**config.mk**
```make
export PLATFORM = sky130hd
export DESIGN_NAME = load_store_unit
export DESIGN_NICKNAME = d
export VERILOG_FILES = /design/src/rtl/lsu_pkg.sv /design/src/rtl/lsu_align.sv /design/src/rtl/load_store_unit.sv
export SDC_FILE = /design/constraint.sdc
export NUM_CORES = 1
export LEC_CHECK = 0
export BUFFER_PORTS_ARGS = -buffer_cell sky130_fd_sc_hd__buf_2
export CAP_MARGIN = 0
export CORE_ASPECT_RATIO = 1.1
export CORE_MARGIN = 2
export CORE_UTILIZATION = 45
export CTS_CLUSTER_DIAMETER = 120
export CTS_CLUSTER_SIZE = 30
export DETAILED_ROUTE_END_ITERATION = 10
export GPL_TIMING_DRIVEN = 0
export PLACE_DENSITY = 0.77
export SYNTH_ARGS = -nofsm -noshare
export SYNTH_HDL_FRONTEND = slang
export SYNTH_SLANG_ARGS = --single-unit
```
**constraint.sdc**
```tcl
create_clock -name clk -period 2.2 [get_ports clk]
set_input_delay 0.11 -clock clk [delete_from_list [all_inputs] [get_ports clk]]
set_output_delay 0.11 -clock clk [all_outputs]
set_load 0.02 [all_outputs]
```
**src/rtl/lsu_pkg.sv**
```systemverilog
// Shared definitions for the load/store unit: RV32I width codes, FSM states, request legality.
`default_nettype none

package lsu_pkg;

  localparam logic [2:0] F3_B  = 3'd0;
  localparam logic [2:0] F3_H  = 3'd1;
  localparam logic [2:0] F3_W  = 3'd2;
  localparam logic [2:0] F3_BU = 3'd4;
  localparam logic [2:0] F3_HU = 3'd5;

  typedef enum logic [1:0] {
    ST_IDLE  = 2'd0,
    ST_READ  = 2'd1,
    ST_WAIT  = 2'd2,
    ST_WRITE = 2'd3
  } lsu_state_e;

  // Width code in bits [1:0] is shared by signed and unsigned loads, so one alignment rule covers both.
  function automatic logic is_bad(input logic st, input logic [2:0] f3, input logic [1:0] off);
    logic illegal;
    logic mis;
    if (st) illegal = (f3 >= 3'd3);
    else    illegal = (f3 == 3'd3) || (f3 == 3'd6) || (f3 == 3'd7);
    mis = ((f3[1:0] == 2'd1) && off[0]) || ((f3[1:0] == 2'd2) && (off != 2'd0));
    return illegal || mis;
  endfunction

endpackage

`default_nettype wire

```
**src/rtl/lsu_align.sv**
```systemverilog
// Combinational lane logic: load byte/half selection with extension, and store lane merge.
`default_nettype none

module lsu_align
  import lsu_pkg::*;
(
  input  logic [2:0]  i_funct3,
  input  logic [1:0]  i_off,
  input  logic [31:0] i_word,
  input  logic [31:0] i_wdata,
  output logic [31:0] o_load,
  output logic [31:0] o_merge
);

  logic [7:0]  w_byte;
  logic [15:0] w_half;

  assign w_byte = i_word[{i_off, 3'b000} +: 8];
  assign w_half = i_off[1] ? i_word[31:16] : i_word[15:0];

  always_comb begin
    o_load = i_word;
    case (i_funct3)
      F3_B:    o_load = {{24{w_byte[7]}}, w_byte};
      F3_H:    o_load = {{16{w_half[15]}}, w_half};
      F3_BU:   o_load = {24'd0, w_byte};
      F3_HU:   o_load = {16'd0, w_half};
      default: o_load = i_word;
    endcase
  end

  always_comb begin
    o_merge = i_word;
    case (i_funct3)
      F3_B: o_merge[{i_off, 3'b000} +: 8] = i_wdata[7:0];
      F3_H: begin
        if (i_off[1]) o_merge[31:16] = i_wdata[15:0];
        else          o_merge[15:0]  = i_wdata[15:0];
      end
      default: o_merge = i_wdata;
    endcase
  end

endmodule

`default_nettype wire

```
**src/rtl/load_store_unit.sv**
```systemverilog
// RV32I load/store unit over a synchronous-read word RAM; sub-word stores use read-modify-write.
`default_nettype none

module load_store_unit
  import lsu_pkg::*;
#(
  parameter int ADDRESS_WIDTH = 10,
  parameter int DATA_WIDTH    = 32
) (
  input  logic                     clk,
  input  logic                     rst,
  input  logic                     req,
  output logic                     ready,
  input  logic                     store,
  input  logic [2:0]               funct3,
  input  logic [31:0]              addr,
  input  logic [DATA_WIDTH-1:0]    wdata,
  output logic [DATA_WIDTH-1:0]    rdata,
  output logic                     done,
  output logic                     err,
  output logic                     mem_we,
  output logic [ADDRESS_WIDTH-1:0] mem_a,
  output logic [DATA_WIDTH-1:0]    mem_wd,
  input  logic [DATA_WIDTH-1:0]    mem_rd
);

  lsu_state_e              r_state;
  lsu_state_e              w_next;
  logic                    r_store;
  logic [2:0]              r_funct3;
  logic [ADDRESS_WIDTH+1:0] r_addr;
  logic [DATA_WIDTH-1:0]   r_wd;
  logic [DATA_WIDTH-1:0]   r_rdata;
  logic                    r_done;
  logic                    r_err;
  logic                    w_accept;
  logic                    w_bad;
  logic [31:0]             w_load;
  logic [31:0]             w_merge;
  logic                    w_unused_addr;

  assign w_unused_addr = ^addr[31:ADDRESS_WIDTH+2];

  assign w_accept = req && (r_state == ST_IDLE);
  assign w_bad    = is_bad(store, funct3, addr[1:0]);

  assign ready  = (r_state == ST_IDLE);
  assign done   = r_done;
  assign err    = r_err;
  assign rdata  = r_rdata;
  assign mem_we = (r_state == ST_WRITE);
  assign mem_a  = r_addr[ADDRESS_WIDTH+1:2];
  assign mem_wd = r_wd;

  lsu_align u_align (
    .i_funct3 (r_funct3),
    .i_off    (r_addr[1:0]),
    .i_word   (mem_rd),
    .i_wdata  (r_wd),
    .o_load   (w_load),
    .o_merge  (w_merge)
  );

  always_ff @(posedge clk or posedge rst) begin
    if (rst) r_state <= ST_IDLE;
    else     r_state <= w_next;
  end

  always_comb begin
    w_next = r_state;
    case (r_state)
      ST_IDLE: begin
        if (w_accept && !w_bad) w_next = (store && funct3 == F3_W) ? ST_WRITE : ST_READ;
      end
      ST_READ:  w_next = ST_WAIT;
      ST_WAIT:  w_next = r_store ? ST_WRITE : ST_IDLE;
      ST_WRITE: w_next = ST_IDLE;
      default:  w_next = ST_IDLE;
    endcase
  end

  // r_wd holds the raw store data until WAIT replaces it with the merged word for sub-word stores.
  always_ff @(posedge clk or posedge rst) begin
    if (rst) begin
      r_store  <= 1'b0;
      r_funct3 <= 3'd0;
      r_addr   <= '0;
      r_wd     <= '0;
      r_rdata  <= '0;
      r_done   <= 1'b0;
      r_err    <= 1'b0;
    end else begin
      r_done <= 1'b0;
      r_err  <= 1'b0;
      if (w_accept) begin
        r_store  <= store;
        r_funct3 <= funct3;
        r_addr   <= addr[ADDRESS_WIDTH+1:0];
        r_wd     <= wdata;
        if (w_bad) begin
          r_done <= 1'b1;
          r_err  <= 1'b1;
        end
      end
      case (r_state)
        ST_WAIT: begin
          if (r_store) begin
            r_wd <= w_merge;
          end else begin
            r_rdata <= w_load;
            r_done  <= 1'b1;
          end
        end
        ST_WRITE: r_done <= 1'b1;
        default: ;
      endcase
    end
  end

endmodule

`default_nettype wire

```
== Word level (Yosys, flattened, before mapping) ==
Index checks and enable logic that the tools add are counted.

* Register bits after elaboration: 84
* Input port bits: 103

* Add/subtract/negate cells: 1
* Order comparisons: 1
* Eq/ne operators: 15
* Shift-type cells: 3
* Muxes and demuxes: 18
* Bitwise logic cells: 1
* Reductions and logical operators: 15

{| class="wikitable"
|+ Operators with widths
! cell !! count
|-
| case mux 32 bit (4 select lines) || 1
|-
| 2-to-1 mux 32 bit || 3
|-
| case mux 32 bit (2 select lines) || 1
|-
| 2-to-1 mux 16 bit || 3
|-
| bitwise mux 32 bit || 1
|-
| variable shift 8 x 7 -> 32 bit, first input constant || 1
|-
| indexed part select 32 x 6 -> 8 bit || 1
|-
| indexed part select 8 x 7 -> 32 bit || 1
|-
| equality test 3 bit, second input constant || 4
|-
| case mux 2 bit (4 select lines) || 1
|-
| negation 5 -> 7 bit || 1
|-
| equality test 2 bit, second input constant || 3
|-
| equality test 3 x 2 -> 1 bit, second input constant || 2
|-
| 2-to-1 mux 2 bit || 3
|-
| logical AND 1 bit || 5
|-
| equality test 2 x 1 -> 1 bit, second input constant || 2
|-
| logical OR 1 bit || 4
|-
| 2-to-1 mux 1 bit || 4
|-
| inequality test 4 x 2 -> 1 bit, second input constant || 1
|-
| inequality test 4 bit, second input constant || 1
|-
| AND reduction 2 bit || 2
|-
| equality test 3 x 1 -> 1 bit, second input constant || 1
|-
| >= comparator 3 x 2 -> 1 bit, second input constant || 1
|-
| zero test 3 bit || 1
|-
| 6 further kinds || 6
|}

== Logic depth before layout (Yosys ltp) ==
* Depth after elaboration: 9
* Mapped depth: 9
* Depth with buffers taken out: 6

== Hierarchy ==
A second synthesis with hierarchy kept.

* Cell total of the unflattened synthesis: 597
* Area total of the unflattened synthesis: 5317.6 um^2

{| class="wikitable"
|+ Modules (own cells, without submodules)
! module !! instances !! cells each !! area each (um^2) !! sequential area each (um^2)
|-
| load_store_unit || 1 || 341 || 3517.1 || 2102.0
|-
| lsu_align || 1 || 256 || 1800.5 || 0.0
|}

== Least setup slack after synthesis ==
No wires, ideal clock.

* Kind: register -> register
* Start point: reg r_addr[1]
* End point: reg r_wd[24], in the netlist mem_wd[24]
* Library setup time: 0.069 ns
* Data arrival time: 2.019 ns
* Data required time: 2.131 ns
* Slack: 0.112 ns
* Stages on the path, launching flop included: 10
* Clock period less this slack: 2.088 ns
* Path through: dfrtp_1 buf_4 inv_2 buf_2 ha_1 nor4bb_1 clkbuf_1 a221oi_1 a211o_1 nand3_1

* Cells in the longest elaborated chain, start to end: 6

{| class="wikitable"
|+ Ends and longest elaborated chain
! what !! line !! text
|-
| from (decl) || load_store_unit.sv:31 || <nowiki>logic [ADDRESS_WIDTH+1:0] r_addr;</nowiki>
|-
| from (signal assigned) || load_store_unit.sv:98 || <nowiki>r_addr <= addr[ADDRESS_WIDTH+1:0];</nowiki>
|-
| negation 5 -> 7 bit || lsu_align.sv:35 || <nowiki>F3_B: o_merge[{i_off, 3'b000} +: 8] = i_wdata[7:0];</nowiki>
|-
| indexed part select 8 x 7 -> 32 bit / variable shift 8 x 7 -> 32 bit (equally long branches) || lsu_align.sv:35 ||
|-
| bitwise mux 32 bit || lsu_align.sv:35 ||
|-
| case mux 32 bit (2 select lines) (*) || lsu_align.sv:34 || <nowiki>case (i_funct3)</nowiki>
|-
| 2-to-1 mux 32 bit (*) || load_store_unit.sv:107 || <nowiki>if (r_store) begin</nowiki>
|-
| 2-to-1 mux 32 bit (*) || load_store_unit.sv:105 || <nowiki>case (r_state)</nowiki>
|-
| to (signal assigned) || load_store_unit.sv:99 || <nowiki>r_wd <= wdata;</nowiki>
|-
| to (signal assigned) || load_store_unit.sv:108 || <nowiki>r_wd <= w_merge;</nowiki>
|-
| to (decl) || load_store_unit.sv:32 || <nowiki>logic [DATA_WIDTH-1:0] r_wd;</nowiki>
|}

Mark *: on every way between the ends. The rest lies on a longest branch, timed or not.
A chain may end at the register's enable or synchronous reset.

== Final worst setup path ==
Same ends and word-level chain as after synthesis.

==> impl_metrics.env <==
export IMPL_status="complete, no violations"
export IMPL_startpoint_type="flop"
export IMPL_clk_latency_ns=0.34
export IMPL_final_hold_violation_count=0
export IMPL_drt_pass1_iter_count=5
export IMPL_initialDrtViolationCount=294
export IMPL_grt_pass1_wl_mm=25.0
export IMPL_gp_congestion=0.971
export IMPL_fin_ws_ns=0.140
export IMPL_dpl_hpwl_mm=12.2
export IMPL_ios=181
export IMPL_ir_drop_mv=0.643
export IMPL_cpPeakStageDelay_ns=0.43
export IMPL_numPortBuffers=160
export IMPL_die_h_um=111
export IMPL_hp_class="input port to flop"
export IMPL_antenna_cells=0
export IMPL_synth_cells=515
export IMPL_ys_ff_latch=84
export IMPL_track_usage_pct=28.9
export IMPL_timing_fmax_mhz=485
export IMPL_core_area_um2=10200
export IMPL_h_tree_depth=3
export IMPL_cp_max_fo=14
export IMPL_drv_slew=0
export IMPL_syn_nets=623
export IMPL_fin_util_pct=60.2
export IMPL_cts_root_buf="clkbuf_16"
export IMPL_tightest_slew_ns=0.612
export IMPL_cts_buffers=9
export IMPL_pre_cts_ws_ns=-0.259
export IMPL_area_growth_pct=31.9
export IMPL_nets=814
export IMPL_vias_per_cell=5.80
export IMPL_hold_ws_ns=0.00115
export IMPL_synth_edf_count=0
export IMPL_antenna_found_initial=0
export IMPL_power_density_nw_per_um2=1550
export IMPL_wl_met2_mm=7.49
export IMPL_yosys_warnings=0
export IMPL_clock_path_buffers=2
export IMPL_path_delay_family="buffers and inverters"
export IMPL_grt_max_degree=38
export IMPL_ys_types=52
export IMPL_worst_path_buf_inv=3
export IMPL_cp_end_kind="flop"
export IMPL_cts_tree="done"
export IMPL_crit_arrival_ns=2.34
export IMPL_drive_above_1_share_pct=32.1
export IMPL_syn_cell_area_um2=4680
export IMPL_top_layer="met4"
export IMPL_ant_nets=0
export IMPL_synth_top_flop_cell="dfrtp_1"
export IMPL_worst_setup_path_type="flop to flop"
export IMPL_drt_met1_wl_mm=6.76
export IMPL_wl_per_cell_um=19.1
export IMPL_rsz0062_at_grt="false"
export IMPL_routed_wl_mm=15.9
export IMPL_crit_path_cell_trace="buf_6, inv_6, ha_1, nor4bb_1, buf_4, a221oi_1, a211o_1, nand3_1"
export IMPL_drc_errors=0
export IMPL_skew_ns=0.00735
export IMPL_min_period_ns=2.06
export IMPL_clock_sinks=84
export IMPL_vias=4841
export IMPL_relSlewSlack_pct=58.1
export IMPL_required_ns=2.48
export IMPL_grt_remaining_overflow=0
export IMPL_finalSetupViolations=0
export IMPL_wl_met3_mm=1.20
export IMPL_syn_avg_cell_area_um2=9.08
export IMPL_synthArstFlopShare_pct=100
export IMPL_post_cts_setup_buffers=0
export IMPL_worst_path_max_delay_cell="dfrtp_2"
export IMPL_post_route_period_util_pct=93.6
export IMPL_clkTransAtPathRegs_ns=0.06
export IMPL_die_area_um2=11200
export IMPL_row_count=39
export IMPL_yosysSeqAreaShare_pct=44.9
export IMPL_grt_pass1_vias=4639
export IMPL_die_w_um=101
export IMPL_leakage_uw=0.00292
export IMPL_drv_cap=0
export IMPL_start_util_pct=45.7
placed cells by master (no fill, tap or decap), types with 4 or more instances in the layout:
cell type      Yosys  final
dlygate4sd3_1      0     21
a21oi_1           38     38
or3b_1             4      4
or3_1              7      7
buf_4             15     15
a21boi_0           5      5
a211o_1            6      6
inv_1              6      5
nand4_1           12     12
nand2b_1           9      9
o21ai_0           34     34
buf_6              3      4
nand3b_1           7      7
a221oi_1           9      9
mux2i_1           17     17
nand3_1           13     13
nand2_1          104    104
buf_2             12    171
dfrtp_1           84     82
o31ai_1            8      8
nor3b_1            9      9
o21ai_1            5      5
nor2_1            27     26
clkbuf_16          0      9
a221o_1           11     11
buf_1              5      4
ha_1               5      5
a22oi_1            9      9
clkbuf_1          13     13
synthesized netlist by cell type (7+ instances only):
cell / count / share of area (%)
nand2_1: 104 / 8.3
dfrtp_1: 84 / 45
a21oi_1: 38 / 4.1
o21ai_0: 34 / 3.6
nor2_1: 27 / 2.2
mux2i_1: 17 / 3.6
buf_4: 15 / 2.4
clkbuf_1: 13 / 1.0
nand3_1: 13 / 1.4
buf_2: 12 / 1.3
nand4_1: 12 / 1.6
a221o_1: 11 / 2.4
a221oi_1: 9 / 1.7
a22oi_1: 9 / 1.4
nand2b_1: 9 / 1.2
nor3b_1: 9 / 1.4
o31ai_1: 8 / 1.3
nand3b_1: 7 / 1.1
or3_1: 7 / 0.94
worst paths after layout:
kind,startpoint,end,slack (ns),cells past startpoint
hold reg to reg,r_addr[2],r_addr[2],0.48,2
setup reg to reg,r_addr[1],mem_wd[24],0.14,8
hold / removal,wdata[18],mem_wd[18],0.001,2
setup / recovery,r_addr[1],mem_wd[24],0.14,8
max in group asynchronous,rst,rdata[14],1.36,4
min in group asynchronous,rst,mem_wd[21],0.31,3
flip-flops by register name, summed over array words and instances, names as in the netlist:
name / cells
done: 1
r_funct3: 3
mem_wd: 32
r_addr: 12
err: 1
r_store: 1
r_state: 2
rdata: 32
cell families after synthesis:
logic type	Yosys count	synth area share [%]
adders and majority gates	5	1.34
buffers and inverters	55	6.42
AOI/OAI and AO/OA	146	21.7
and+or+nand+nor	207	21.7
muxes	18	3.88
DFF	84	44.9
metal layers:
metal | vias to the layer above | track usage, %
met4 | 0 | 9.73
met5 | - | 0
met3 | 35 | 4.48
met1 | 2326 | 40.4
li1 | 2238 | -
met2 | 242 | 45.6
report_power, final:
group          leakage, uW  internal (uW)  switching [uW]
sequential         0.00100           2330             591
combinational      0.00179           1910            3350
clock             0.000129            792             613
stage by stage:
step	instances	TNS, ns	instance area, um^2	total power (uW)
global route	834	0	6170	10200
detailed placement	800	-3.46	5680	8090
floorplan	515	0	4680	6370
global placement	798	-3.42	5640	7990
finish	834	0	6170	9580
CTS	836	0	6160	9530
what timing repair did:
action,4_1_cts,5_1_grt
pin swaps,0,1
gates resized for setup,3,7
endpoints found under the hold margin,35,0
hold buffers,21,0
endpoints found under the setup margin,24,23
cell type report:
class	count	area, um^2
tap	123	154
buffer	45	269
sequential	84	2100
clock inverter	4	25.0
timing repair buffer	183	1050
clock buffer	12	246
multi-input combinational	376	2280
inverter	7	35.0
fill	920	4080
(Power assumes the default switching activity.)
